==> config.mk <==
export PLATFORM = sky130hd
export DESIGN_NAME = bsg_tx_scheduler
export DESIGN_NICKNAME = d
export VERILOG_FILES = /design/src/rtl/bsg_tx_scheduler.sv
export SDC_FILE = /design/constraint.sdc
export NUM_CORES = 1
export LEC_CHECK = 0
export CAP_MARGIN = 20
export CORE_MARGIN = 2
export CORE_UTILIZATION = 45
export DETAILED_ROUTE_END_ITERATION = 6
export PLACE_DENSITY_LB_ADDON = 0.12
export SYNTH_ARGS = -nofsm -noshare
export SYNTH_HDL_FRONTEND = slang
export SYNTH_SLANG_ARGS = --single-unit
==> constraint.sdc <==
create_clock -name clk -period 2.05 [get_ports clk]
set_input_delay 0.41 -clock clk [delete_from_list [all_inputs] [get_ports clk]]
set_output_delay 0.41 -clock clk [all_outputs]
set_load 0.01 [all_outputs]
==> src/rtl/bsg_tx_scheduler.sv <==
// bsg_tx_scheduler: round-robin arbiter between two byte producers that
// frames each accepted byte as start/8 data/stop symbols for the sine-table
// modulator. Symbol edges are aligned to the modulator's phase wrap.
module bsg_tx_scheduler #(
   parameter int   SYM_REPEAT = 1,
   parameter logic IDLE_BIT   = 1'b1
) (
   input  logic       clk,
   input  logic       reset,
   input  logic       i_req0_valid,
   input  logic [7:0] i_req0_data,
   output logic       o_req0_ready,
   input  logic       i_req1_valid,
   input  logic [7:0] i_req1_data,
   output logic       o_req1_ready,
   output logic [4:0] o_mod_phase,
   output logic       o_mod_bit,
   output logic       o_mod_en,
   output logic       o_grant_id,
   output logic       o_busy
);

   typedef enum logic [1:0] {IDLE, START, DATA, STOP} txState_t;

   localparam logic [3:0] REP_LAST = 4'(SYM_REPEAT - 1);

   logic [4:0] r_phase;
   logic [3:0] r_rep;
   txState_t   r_state;
   logic [7:0] r_shift;
   logic [2:0] r_bitIdx;
   logic       r_lastGrant;
   logic       r_grantId;
   logic       r_modBit;
   logic       r_modEn;

   logic       w_symBoundary;
   logic       w_acceptWindow;
   logic       w_anyValid;
   logic       w_grant;
   logic       w_accept;
   txState_t   w_nextState;
   logic [7:0] w_nextShift;
   logic [2:0] w_nextBitIdx;
   logic       w_nextModBit;
   logic       w_nextModEn;

   // Free-running sample phase plus the repeat count that stretches a symbol.
   always_ff @(posedge clk or negedge reset) begin
      if (!reset) begin
         r_phase <= 5'd0;
         r_rep   <= 4'd0;
      end else begin
         r_phase <= r_phase + 5'd1;
         if (r_phase == 5'd31) begin
            r_rep <= (r_rep == REP_LAST) ? 4'd0 : r_rep + 4'd1;
         end
      end
   end

   assign w_symBoundary  = (r_phase == 5'd31) && (r_rep == REP_LAST);
   assign w_acceptWindow = w_symBoundary && ((r_state == IDLE) || (r_state == STOP));
   assign w_anyValid     = i_req0_valid || i_req1_valid;
   assign w_grant        = (i_req0_valid && i_req1_valid) ? ~r_lastGrant : i_req1_valid;
   assign w_accept       = w_acceptWindow && w_anyValid;

   assign o_req0_ready   = w_accept && i_req0_valid && !w_grant;
   assign o_req1_ready   = w_accept && i_req1_valid && w_grant;

   // Frame sequencing on symbol boundaries and the next value of the modulator outputs.
   always_comb begin
      w_nextState  = r_state;
      w_nextShift  = r_shift;
      w_nextBitIdx = r_bitIdx;
      w_nextModBit = IDLE_BIT;
      w_nextModEn  = 1'b0;
      case (r_state)
         IDLE: begin
            if (w_accept) begin
               w_nextState = START;
               w_nextShift = w_grant ? i_req1_data : i_req0_data;
            end
         end
         START: begin
            if (w_symBoundary) begin
               w_nextState  = DATA;
               w_nextBitIdx = 3'd0;
            end
         end
         DATA: begin
            if (w_symBoundary) begin
               w_nextShift  = {1'b0, r_shift[7:1]};
               w_nextBitIdx = r_bitIdx + 3'd1;
               if (r_bitIdx == 3'd7) begin
                  w_nextState = STOP;
               end
            end
         end
         STOP: begin
            if (w_symBoundary) begin
               if (w_accept) begin
                  w_nextState = START;
                  w_nextShift = w_grant ? i_req1_data : i_req0_data;
               end else begin
                  w_nextState = IDLE;
               end
            end
         end
         default: w_nextState = IDLE;
      endcase
      case (w_nextState)
         START: begin
            w_nextModBit = 1'b0;
            w_nextModEn  = 1'b1;
         end
         DATA: begin
            w_nextModBit = w_nextShift[0];
            w_nextModEn  = 1'b1;
         end
         STOP: begin
            w_nextModBit = IDLE_BIT;
            w_nextModEn  = 1'b1;
         end
         default: begin
            w_nextModBit = IDLE_BIT;
            w_nextModEn  = 1'b0;
         end
      endcase
   end

   // Registered frame state, arbitration history and modulator outputs.
   always_ff @(posedge clk or negedge reset) begin
      if (!reset) begin
         r_state     <= IDLE;
         r_shift     <= 8'd0;
         r_bitIdx    <= 3'd0;
         r_lastGrant <= 1'b1;
         r_grantId   <= 1'b0;
         r_modBit    <= IDLE_BIT;
         r_modEn     <= 1'b0;
      end else begin
         r_state  <= w_nextState;
         r_shift  <= w_nextShift;
         r_bitIdx <= w_nextBitIdx;
         r_modBit <= w_nextModBit;
         r_modEn  <= w_nextModEn;
         if (w_accept) begin
            r_lastGrant <= w_grant;
            r_grantId   <= w_grant;
         end
      end
   end

   assign o_mod_phase = r_phase;
   assign o_mod_bit   = r_modBit;
   assign o_mod_en    = r_modEn;
   assign o_busy      = r_modEn;
   assign o_grant_id  = r_grantId;

endmodule

; After elaboration in Yosys (flattened, before gate mapping)
; Cells that the tools add are included.
[word_totals]
register_bits = 26
in_bits = 20
output_inout_bits = 11
wordCells = 62
[classes]
n_addsub = 3
n_eq_ne = 11
muxes = 19
n_bitwise = 1
reduce_logical = 18
[op_table]
columns = op, count
row1 = $mux 8, 4
row2 = $pmux 8 s3, 1
row3 = $mux 2, 5
row4 = $eq 2x2->1 const B, 4
row5 = $logic_and 1x1->1, 8
row6 = $pmux 2 s4, 1
row7 = $mux 3, 2
row8 = $ne 2x2->1 const B, 3
row9 = $pmux 3 s2, 1
row10 = $reduce_and 3->1, 2
row11 = $add 5x1->5 const B, 1
row12 = $eq 5x5->1 const B, 1
row13 = $add 4x1->4 const B, 1
row14 = $eq 2x1->1 const B, 2
row15 = $logic_not 4->1, 1
row16 = $mux 4, 1
row17 = $add 3x1->3 const B, 1
row18 = $eq 3x3->1 const B, 1
row19 = $mux 1, 3
row20 = $reduce_bool 3->1, 1
row21 = $reduce_or 3->1, 1
row22 = $logic_not 2->1, 1
row23 = $logic_or 1x1->1, 2
row24 = $pmux 1 s2, 1
row25 = 3 further kinds, 3

; Longest topological paths before layout
; Gate-level depths: netlist of run 1.
[depth]
depth_word = 10
depth_mapped = 9
depth_no_buf = 8

; Worst setup path before layout of run 1
; No wires, ideal clock.
[synth_timing]
kind = flip-flop to flip-flop
start = register r_phase[0], in the netlist o_mod_phase[0]
end = register r_shift[3]
setup_time_ps = 67
arrival_time_ps = 2235
required_ps = 1983
slack_ps = -252
stages_incl_launch_ff = 10
path_buffers = 1
synth_period_minus_slack_ps = 2302
path_cell_list = dfrtp_1 -> ha_1 -> and3_1 -> ha_1 -> and4bb_4 -> a21oi_1 -> or4_1 -> buf_2 -> a211oi_2 -> a221o_1
[synth_between]
elab_chain_len = 7
word_cells_on_any_way = 10
cone_classes = eq/ne (3) / mux (3) / reduce/logical (4)
[synth_rtl]
columns = item, line_no
row1 = from (decl), 27  ; logic [4:0] r_phase;
row2 = from (signal assigned), 54  ; r_phase <= r_phase + 5'd1;
row3 = $eq 5x5->1 *, 61  ; assign w_symBoundary = (r_phase == 5'd31) && (r_rep == REP_LAST);
row4 = $logic_and 1x1->1 *, 61
row5 = $logic_and 1x1->1, 62  ; assign w_acceptWindow = w_symBoundary && ((r_state == IDLE) || (r_state == STOP));
row6 = $logic_and 1x1->1, 65  ; assign w_accept = w_acceptWindow && w_anyValid;
row7 = $mux 8 (2 in series), --
row8 = $pmux 8 s3, --
row9 = to (signal assigned), 143  ; r_shift <= w_nextShift;
row10 = to (decl), 30  ; logic [7:0] r_shift;
; Every way passes the cells marked *; elsewhere a longest branch is shown, timed or not. The select of a mux whose other input is x is not followed.
; A chain may end at the register's enable or synchronous reset.

; Worst setup path after layout of run 1
[layout_timing]
start = register r_phase[1], in the netlist o_mod_phase[1]
end = register r_shift[2]
; Same word-level chain as after synthesis.

==> out/qor.txt, run 1 <==
Worst setup path startpoint - o_mod_phase[1]$_DFF_PN0_
Number of buffers created by CTS - 3
Port-buffer cells - 30
Worst Hold Slack - 0.443 ns
Crit Path Max Fanout - 11
Met2 wire len - 1.88 mm
CP arrival - 2.42 ns
RR Startpoint - o_mod_phase[1]$_DFF_PN0_
DR iter-0 viols - 53
Vias in the first global route - 1,261
Clk slew on worst S/H paths - 0.15 ns
Detailed Route WL - 3.67 mm
Final Hold Vio Count - 0
Horiz. Die Dim - 61.5 um
Fmax - 0.454 GHz
GP Congestion - 0.896
Slew headroom - 0.725
Worst VDD drop - 0.431 mV
Setup ws final - -0.153 ns
FP Rows - 20
Cell Area, Synth - 1490 um2
Worst slack at placement - -0.275 ns
Int Pwr - 918 uW
Max Clock Skew - 0.0100 ns
Cell Pwr Density - 632 nW/um2
H-Tree Level Count - 1
#FFs+latches synth - 26
Post-DP HPWL - 2.58 mm
Worst setup EP type - flip-flop
Failing checks - negative setup slack
DRC violations left - 0
Syn. warnings - 0
Largest net degree at the start of global routing - 27
CTS tree - done
Fin cells - 242
Asr flop ratio synth - 1.00
Post-synth EDFFs - 0
Total number of vias - 1,304
Final Total Pwr - 1.38 mW
Core outline area - 3100 um2
Die Area - 3780 um2
Share of cells above drive strength 1 - 0.328
Post-synthesis sequential area ratio - 0.439
Comb pwr share - 0.402
Ports - 31
# diodes - 0
Syn avg cell area - 10.6 um2
GRT overflow - 0
Status - finished with violations
Sw frac - 0.337
Routed wire per std cell - 15.2 um
DP Cell Count - 234
Detailed Routing Iterations Pass 1 - 4
Max_cap viols - 0
Final count of negative-setup-slack endpoints - 11
Leak - 1.01 nW
Setup total negative slack - -1.21 ns
M1 WL - 1.60 mm
Gr usage total - 0.195
Worst-margin pin slew - 0.410 ns
CTS Buffer Depth - 2
Critical Path Start Type - flip-flop
CTS sink cnt - 26
Post-Syn Nets - 171
RSZ-0062 raised after global routing - yes
Clk_lat worst skew - 0.32 ns
Min Clock Period, post-route - 2.20 ns
Uppermost layer routed - met4
Most used DFF post-synth - dfrtp_1
Die Y - 61.5 um
Initial antenna violation count - 0
Detail Route Antenna Nets - 0
Met3 Routed Length - 181 um
Sequential fraction of design power - 0.434
Vias per Instance - 5.39
Period utilization - 1.07
Switching power - 466 uW
Final Max Slew Viols - 0
Global-route wire length before repair - 5.56 mm
Final net count - 229
Root Driver - clkbuf_4
Mapped Cells - 141
WP data required - 2.27 ns
Post-cts hold buffer count - 0
HP Class - input pin to asynchronous set/reset pin
Clock share of power - 0.165
Worst R2R Setup Slack - -0.15 ns
P&R area growth vs syn - 47.3%
Setup CP Type - flip-flop to flip-flop
Yosys cell types - 38
Initial Utilization - 0.479
## synth_stat cells, types with 2 or more instances
library cell | number | area [um2]
dfrtp_1 | 24 | 601
nor2_1 | 13 | 48.8
ha_1 | 10 | 125
inv_1 | 9 | 33.8
mux2i_1 | 9 | 90.1
nand2_1 | 8 | 30.0
a211oi_2 | 6 | 75.1
a221o_1 | 6 | 60.1
o21ai_0 | 5 | 25.0
a21o_1 | 4 | 30.0
a21oi_1 | 4 | 20.0
buf_2 | 4 | 20.0
nor3_1 | 4 | 20.0
xnor2_1 | 3 | 26.3
a211oi_1 | 2 | 15.0
a32o_1 | 2 | 20.0
and3_1 | 2 | 12.5
clkbuf_1 | 2 | 7.51
dfstp_2 | 2 | 52.6
nand3_1 | 2 | 10.0
nor4_1 | 2 | 12.5
xor2_1 | 2 | 17.5
## sequential cells by signal (all words and copies together) (netlist names)
signal and cells:
o_grant_id 1, r_shift 8, o_busy 1, o_mod_phase 5, r_bitIdx 3, r_state 2
o_mod_bit 1, r_rep 4, r_lastGrant 1
## placed cells by master, fill, tap and decap left out, types with 2 or more instances in the layout
| cell type | synthesis | final |
|---|---|---|
| a211oi_2 | 6 | 8 |
| a21o_1 | 4 | 3 |
| a21oi_1 | 4 | 4 |
| a221o_1 | 6 | 6 |
| a32o_1 | 2 | 2 |
| and3_4 | 0 | 2 |
| buf_4 | 1 | 26 |
| buf_6 | 0 | 4 |
| clkbuf_4 | 0 | 3 |
| clkdlybuf4s50_1 | 0 | 28 |
| dfrtp_1 | 24 | 24 |
| dfstp_2 | 2 | 2 |
| ha_1 | 10 | 8 |
| inv_1 | 9 | 9 |
| mux2i_1 | 9 | 9 |
| nand2_1 | 8 | 7 |
| nand3_1 | 2 | 2 |
| nor2_1 | 13 | 9 |
| nor2_2 | 0 | 3 |
| nor3_1 | 4 | 2 |
| nor3_2 | 0 | 2 |
| nor4_2 | 0 | 2 |
| o21ai_0 | 5 | 3 |
| o21ai_1 | 0 | 2 |
| xnor2_1 | 3 | 3 |
| xor2_1 | 2 | 2 |
## layout make-up
cell class	instances	area [um2]
fillers	263	912
multi-input cells	99	877
flip-flops and latches	26	653
repair buffers	60	546
well taps	44	55.1
inverters	9	33.8
clock buffers	4	26.3
## worst max-delay path, stage by stage (launching register included)
cell and delay, ns:
dfrtp_1 0.42, ha_2 0.19, and3_4 0.15, ha_4 0.15, and4bb_4 0.22, buf_4 0.14
buf_6 0.12, and2_4 0.14, buf_12 0.14, nor2_1 0.12, a211oi_2 0.06, a221o_1 0.27
## metrics by stage
step	cell area, um2	util
4_1_cts	2100	0.676
6_report	2190	0.706
3_5_place_dp	2040	0.656
2_1_floorplan	1510	-
5_1_grt	2190	0.706
3_3_place_gp	2040	0.656
## cells by family after synthesis
| logic type | share of synthesized area |
|---|---|
| multiplexers | 0.0606 |
| XOR/XNOR | 0.0294 |
| adder cells (fa/ha/maj) | 0.0841 |
| AND/OR/NAND/NOR | 0.141 |
| buffers and inverters | 0.0463 |
| flip-flops | 0.439 |
| AO/OA/AOI/OAI | 0.199 |
## what timing repair did
item	in CTS	in global routing
setup buffers	2	2
gates resized for setup	16	18
pin swaps	4	8
endpoints found under the setup margin	11	13
hold endpoints to repair	0	0
## power by group through the flow
stage	Sequential, mW	Clock (mW)	Combinational [mW]
finish	0.600	0.228	0.556
global route	0.606	0.258	0.600
CTS	0.600	0.240	0.507
floorplan	0.614	0	0.306
detailed placement	0.610	0	0.478
global placement	0.608	0	0.468
## final timing paths
kind                                           to  depth (start not counted)
setup / recovery           r_shift[2]$_DFFE_PN0P_                         11
hold / removal             r_shift[2]$_DFFE_PN0P_                          2
setup reg to reg           r_shift[2]$_DFFE_PN0P_                         11
hold reg to reg            o_grant_id$_DFFE_PN0N_                          1
max in group asynchronous     o_mod_bit$_DFF_PN1_                          2
min in group clk           o_grant_id$_DFFE_PN0N_                          1
## layer usage
metal	global-route usage	vias up
met3	0.0336	2
met4	0.0486	0
met5	0	-
met2	0.340	28
met1	0.250	643
li1	-	631
Power figures use the tool's default switching activity.
==> inputs of run 2 (changes only) <==
--- a/config.mk
+++ b/config.mk
@@ -10,6 +10,7 @@
 export CORE_UTILIZATION = 45
 export DETAILED_ROUTE_END_ITERATION = 6
 export PLACE_DENSITY_LB_ADDON = 0.12
+export SETUP_SLACK_MARGIN = 0.3
 export SYNTH_ARGS = -nofsm -noshare
 export SYNTH_HDL_FRONTEND = slang
 export SYNTH_SLANG_ARGS = --single-unit
==> run 2 against run 1 <==
The run still ends with negative setup slack left. Worst hold slack gained 0.0055 ns. Sequential share of layout area fell by 0.70 points. Final area grew 2.4%. Combinational power grew 0.7%. First-iteration DRC count decreased by 47%. Core utilization increased by 1.7 points. Global-route usage is 0.32 points higher. Highest routed layer unchanged.
==> out/qor.txt, run 2 (synthesized netlist as in run 1, its figures left out) <==
Max_cap viols - 0 (unchanged)
Layout Utilization - 0.723 (was 0.706)
Switching power - 467 uW (was 466 uW)
Most common cell after layout, fill and taps aside - buf_4 (was clkdlybuf4s50_1)
Gr usage total - 0.198 (was 0.195)
Setup total negative slack - -2.16 ns (was -1.21 ns)
Worst VDD drop - 0.335 mV (was 0.431 mV)
Total number of vias - 1,341 (was 1,304)
Post-DP HPWL - 2.59 mm (was 2.58 mm)
Final net count - 235 (was 229)
Clock share of power - 0.165 (about the same)
Detailed Routing Iterations Pass 1 - 4 (unchanged)
Worst setup path startpoint - o_mod_phase[0]$_DFF_PN0_ (was o_mod_phase[1]$_DFF_PN0_)
Final Total Pwr - 1.39 mW (was 1.38 mW)
WP data required - 2.33 ns (was 2.27 ns)
Min Clock Period, post-route - 2.32 ns (was 2.20 ns)
Register area - 653 um2 (unchanged)
Worst path cell trace - ha_2 -> and3_4 -> ha_4 -> and4bb_4 -> buf_6 -> nor2_4 -> or4_4 -> buf_6 -> a211oi_2 -> a221o_1 (was ha_2 -> and3_4 -> ha_4 -> and4bb_4 -> buf_4 -> buf_6 -> and2_4 -> buf_12 -> nor2_1 -> a211oi_2 -> a221o_1)
Final Hold Vio Count - 0 (unchanged)
CTS tree - done (unchanged)
Max reg flops - 8 (unchanged)
M1 WL - 1.55 mm (was 1.60 mm)
Setup ws final - -0.266 ns (was -0.153 ns)
Share of cells above drive strength 1 - 0.353 (was 0.328)
Period utilization - 1.13 (was 1.07)
CTS Buffer Depth - 2 (unchanged)
Largest net degree at the start of global routing - 27 (unchanged)
DP Cell Count - 236 (was 234)
Global-route wire length before repair - 5.58 mm (was 5.56 mm)
Detail Route Antenna Nets - 0 (unchanged)
Status - finished with violations (unchanged)
Multi-input logic area - 880 um2 (was 877 um2)
Fin cells - 248 (was 242)
Int Pwr - 920 uW (was 918 uW)
Initial antenna violation count - 0 (unchanged)
Setup CP Type - flip-flop to flip-flop (unchanged)
Worst R2R Setup Slack - -0.27 ns (was -0.15 ns)
Commonest cells after routing, fill and taps aside - buf_4, dfrtp_1, clkdlybuf4s50_1 (was clkdlybuf4s50_1, buf_4, dfrtp_1)
Routed wire per std cell - 14.7 um (was 15.2 um)
Core outline area - 3100 um2 (unchanged)
Reg-to-reg endpoint - r_shift[1]$_DFFE_PN0P_ (was r_shift[2]$_DFFE_PN0P_)
Worst slack at placement - -0.285 ns (was -0.275 ns)
Most repeated library cell on the critical path - buf_6
CTS sink cnt - 26 (unchanged)
Number of buffers created by CTS - 3 (unchanged)
Uppermost layer routed - met4 (unchanged)
Sw frac - 0.337 (about the same)
Initial Utilization - 0.479 (unchanged)
Failing checks - negative setup slack (unchanged)
Worst Hold Slack - 0.449 ns (was 0.443 ns)
H-Tree Level Count - 1 (unchanged)
Horiz. Die Dim - 61.5 um (unchanged)
R2R cell count - 10 (was 11)
Sequential fraction of design power - 0.431 (was 0.434)
Cell Pwr Density - 618 nW/um2 (was 632 nW/um2)
RR Startpoint - o_mod_phase[0]$_DFF_PN0_ (was o_mod_phase[1]$_DFF_PN0_)
Reg with most FFs - r_shift (unchanged)
Clk slew on worst S/H paths - 0.14 ns (was 0.15 ns)
Worst-margin pin slew - 0.467 ns (was 0.410 ns)
Crit Path Max Fanout - 6 (was 11)
Detailed Route WL - 3.65 mm (was 3.67 mm)
DRC violations left - 0 (unchanged)
Clk_lat worst skew - 0.33 ns (was 0.32 ns)
Met2 wire len - 1.88 mm (about the same)
DR iter-0 viols - 28 (was 53)
FP Rows - 20 (unchanged)
Ports - 31 (unchanged)
Placed Area - 2060 um2 (was 2040 um2)
CP arrival - 2.59 ns (was 2.42 ns)
Max Clock Skew - 0.00324 ns (was 0.0100 ns)
Fillers - 257 (was 263)
Met3 Routed Length - 176 um (was 181 um)
# diodes - 0 (unchanged)
Vias per Instance - 5.41 (was 5.39)
P&R area growth vs syn - 50.8% (was 47.3%)
CP max-delay cell - or4_4 (was dfrtp_1)
GRT overflow - 0 (unchanged)
Final Max Slew Viols - 0 (unchanged)
Fmax - 0.432 GHz (was 0.454 GHz)
Worst setup EP type - flip-flop (unchanged)
Comb pwr share - 0.404 (was 0.402)
Slew headroom - 0.687 (was 0.725)
Port-buffer cells - 30 (unchanged)
Die Y - 61.5 um (unchanged)
HP Class - input pin to asynchronous set/reset pin (unchanged)
Worst setup endpoint - r_shift[1]$_DFFE_PN0P_ (was r_shift[2]$_DFFE_PN0P_)
Root Driver - clkbuf_4 (unchanged)
GP Congestion - 0.839 (was 0.896)
CP peak stage delay - 0.50 ns (was 0.42 ns)
Final instance area - 2240 um2 (was 2190 um2)
Critical Path Start Type - flip-flop (unchanged)
Vias in the first global route - 1,308 (was 1,261)
Die Area - 3780 um2 (unchanged)
Leak - 1.07 nW (was 1.01 nW)
RSZ-0062 raised after global routing - yes (unchanged)
Final count of negative-setup-slack endpoints - 11 (unchanged)
-- run 2: cell count changes in the layout (fill, tap and decap cells not counted), moves of 3 or more --
cell | previous run | this run
o21ai_2 | 0 | 3
buf_6 | 4 | 7
buf_4 | 26 | 29
dlygate4sd2_1 | 0 | 5
clkdlybuf4s50_1 | 28 | 23
-- run 2: power by group through the flow --
| stage | Combinational (mW) | Clock, mW | Sequential (mW) |
|---|---|---|---|
| 2_1_floorplan | 0.307 | 0 | 0.614 |
| 3_3_place_gp | 0.484 | 0 | 0.607 |
| 3_5_place_dp | 0.499 | 0 | 0.607 |
| 4_1_cts | 0.527 | 0.232 | 0.598 |
| 5_1_grt | 0.606 | 0.248 | 0.606 |
| 6_report | 0.560 | 0.229 | 0.598 |
-- run 2: final cells by class --
class | count | share of cell area
multi-input cells | 99 | 0.392
inverters | 9 | 0.0151
repair buffers | 66 | 0.265
flip-flops and latches | 26 | 0.291
well taps | 44 | 0.0245
clock buffers | 4 | 0.0117
-- run 2: worst min path at each step --
stage	end	startpoint
floorplan	o_busy$_DFF_PN0_	reset
finish	o_grant_id$_DFFE_PN0N_	reset
CTS	o_grant_id$_DFFE_PN0N_	reset
global placement	o_grant_id$_DFFE_PN0N_	o_grant_id$_DFFE_PN0N_
detailed placement	o_grant_id$_DFFE_PN0N_	o_grant_id$_DFFE_PN0N_
global route	o_grant_id$_DFFE_PN0N_	reset
-- run 2: critical path, delay by kind of cell, from the launching register on --
family                   cells  cell delay, ns
buffers and inverters        2            0.28
flip-flops                   1            0.38
AO/OA/AOI/OAI                2            0.31
AND/OR/NAND/NOR              4            0.97
adder cells (fa/ha/maj)      2            0.32
-- run 2: repair_timing --
action	in CTS	in global routing
endpoints found under the setup margin	22	19
gates resized for setup	29	14
buffers inserted	5	3
pin swaps	4	8
hold buffers	0	0
-- run 2: layer usage --
metal  vias to the layer above  GRT usage
met3                         5     0.0210
met5                         -          0
met1                       651      0.236
met2                        40      0.365
li1                        645          -
met4                         0     0.0699
==> inputs of run 3 (changes only) <==
--- a/config.mk
+++ b/config.mk
@@ -6,7 +6,7 @@
 export NUM_CORES = 1
 export LEC_CHECK = 0
 export CAP_MARGIN = 20
-export CORE_MARGIN = 2
+export CORE_MARGIN = 4
 export CORE_UTILIZATION = 45
 export DETAILED_ROUTE_END_ITERATION = 6
 export PLACE_DENSITY_LB_ADDON = 0.12
==> run 3 against run 2 <==
The run still ends with negative setup slack left. Sequential power increased by 0.7%. Sequential share of layout area decreased by 0.51 points. Power increased by 4.7%. Final cell count increased by 0.81%. Die area increased by 13%. Maximum frequency increased by 0.93%. Clock skew decreased by 0.00078 ns. Non-clock buffer count increased by 2. Critical path type unchanged.
==> out/qor.txt, run 3 (synthesized netlist as in run 1, its figures left out) <==
Status - finished with violations (unchanged)
Failing checks - negative setup slack (unchanged)
CTS tree - done (unchanged)
Vias per Instance - 5.30 (was 5.41)
Setup ws final - -0.245 ns (was -0.266 ns)
Final net count - 237 (was 235)
Worst setup EP type - flip-flop (unchanged)
Worst slack at placement - -0.297 ns (was -0.285 ns)
Core outline area - 3100 um2 (unchanged)
Cell Pwr Density - 636 nW/um2 (was 618 nW/um2)
Max_cap viols - 0 (unchanged)
Total number of vias - 1,326 (was 1,341)
Clk_lat worst skew - 0.32 ns (was 0.33 ns)
Detail Route Antenna Nets - 0 (unchanged)
Placed Area - 2030 um2 (was 2060 um2)
Die Area - 4290 um2 (was 3780 um2)
DR iter-0 viols - 38 (was 28)
Clk slew on worst S/H paths - 0.14 ns (about the same)
Post-DP HPWL - 2.51 mm (was 2.59 mm)
Reg with most FFs - r_shift (unchanged)
Global-route wire length before repair - 6.09 mm (was 5.58 mm)
Final instance area - 2280 um2 (was 2240 um2)
Critical Path Start Type - flip-flop (unchanged)
Worst Hold Slack - 0.445 ns (was 0.449 ns)
# diodes - 0 (unchanged)
Share of cells above drive strength 1 - 0.374 (was 0.353)
Largest net degree at the start of global routing - 27 (unchanged)
Crit Path Max Fanout - 6 (unchanged)
Ports - 31 (unchanged)
Leak - 1.09 nW (was 1.07 nW)
DRC violations left - 0 (unchanged)
Detailed Routing Iterations Pass 1 - 4 (unchanged)
Fmax - 0.436 GHz (was 0.432 GHz)
Period utilization - 1.12 (was 1.13)
FP Rows - 20 (unchanged)
Detailed Route WL - 3.77 mm (was 3.65 mm)
RSZ-0062 raised after global routing - yes (unchanged)
H-Tree Level Count - 1 (unchanged)
Root Driver - clkbuf_4 (unchanged)
Routed wire per std cell - 15.1 um (was 14.7 um)
Most common cell after layout, fill and taps aside - buf_4 (unchanged)
Worst-margin pin slew - 0.483 ns (was 0.467 ns)
WP data required - 2.32 ns (was 2.33 ns)
Initial Utilization - 0.479 (unchanged)
Die Y - 65.5 um (was 61.5 um)
GP Congestion - 0.863 (was 0.839)
Number of buffers created by CTS - 3 (unchanged)
P&R area growth vs syn - 53.5% (was 50.8%)
Final Max Slew Viols - 0 (unchanged)
Commonest cells after routing, fill and taps aside - buf_4, dfrtp_1, clkdlybuf4s50_1 (unchanged)
Min Clock Period, post-route - 2.30 ns (was 2.32 ns)
CP arrival - 2.56 ns (was 2.59 ns)
Max Clock Skew - 0.00246 ns (was 0.00324 ns)
Initial antenna violation count - 0 (unchanged)
Worst VDD drop - 0.332 mV (was 0.335 mV)
Horiz. Die Dim - 65.5 um (was 61.5 um)
GRT overflow - 0 (unchanged)
CTS Buffer Depth - 2 (unchanged)
Slew headroom - 0.678 (was 0.687)
Final count of negative-setup-slack endpoints - 13 (was 11)
Worst R2R Setup Slack - -0.25 ns (was -0.27 ns)
Port-buffer cells - 30 (unchanged)
CTS sink cnt - 26 (unchanged)
Final Hold Vio Count - 0 (unchanged)
Setup CP Type - flip-flop to flip-flop (unchanged)
HP Class - input pin to asynchronous set/reset pin (unchanged)
Vias in the first global route - 1,379 (was 1,308)
Gr usage total - 0.180 (was 0.198)
Max reg flops - 8 (unchanged)
==> run 3: timing repair <==
action / 4_1_cts / 5_1_grt
endpoints found under the setup margin: 22 / 18
pin swaps: 2 / 7
resized for setup: 29 / 19
cloned: 0 / 0
buffers inserted: 4 / 10
hold buffers: 0 / 0
==> run 3: metal layers <==
layer | track usage | share of wire | vias to the layer above
met3 | 0.0376 | 0.055 | 6
met2 | 0.320 | 0.52 | 34
li1 | - | - | 648
met1 | 0.216 | 0.41 | 638
met4 | 0.0622 | 0.014 | 0
met5 | 0 | 0 | -
==> run 3: layout make-up <==
type / count / area [um2]
Tap cell: 44 / 55.1
Multi-Input combinational cell: 99 / 900
Clock buffer: 4 / 36.3
Fill cell: 239 / 820
Inverter: 9 / 33.8
Sequential cell: 26 / 653
Timing Repair Buffer: 68 / 606
==> run 3: worst paths after layout <==
check                                          from                       to  depth (start not counted)
max reg2reg                o_mod_phase[0]$_DFF_PN0_   r_shift[5]$_DFFE_PN0P_                         10
min reg2reg                 r_bitIdx[0]$_DFFE_PN0P_  r_bitIdx[0]$_DFFE_PN0P_                          1
max                        o_mod_phase[0]$_DFF_PN0_   r_shift[5]$_DFFE_PN0P_                         10
max in group asynchronous                     reset      o_mod_bit$_DFF_PN1_                          2
min                                           reset   o_grant_id$_DFFE_PN0N_                          2
min in group clk            r_bitIdx[0]$_DFFE_PN0P_  r_bitIdx[0]$_DFFE_PN0P_                          1
==> run 3: per-stage QoR <==
step | instances | utilization | TNS, ns | total power [mW]
after floorplan | 141 | - | -0.866 | 0.921
after detailed placement | 232 | 0.654 | -1.77 | 1.09
final | 250 | 0.736 | -2.02 | 1.45
after global routing | 250 | 0.736 | -3.43 | 1.54
after global placement | 232 | 0.654 | -1.57 | 1.08
after CTS | 240 | 0.695 | -2.05 | 1.40
==> run 3: worst max-delay path, stage by stage, from the launching register on <==
cell and delay [ns]:
dfrtp_1 0.39, ha_2 0.18, and3_4 0.18, ha_4 0.12
and4bb_4 0.27, buf_6 0.12, nor2_1 0.04, or4_4 0.50
buf_6 0.15, a211oi_2 0.15, a221o_1 0.14
==> run 3: report_power, final <==
part / internal, mW / switching (mW) / leakage [nW]
Combinational: 0.287 / 0.302 / 0.733
Sequential: 0.568 / 0.0343 / 0.340
Clock: 0.109 / 0.153 / 0.0210
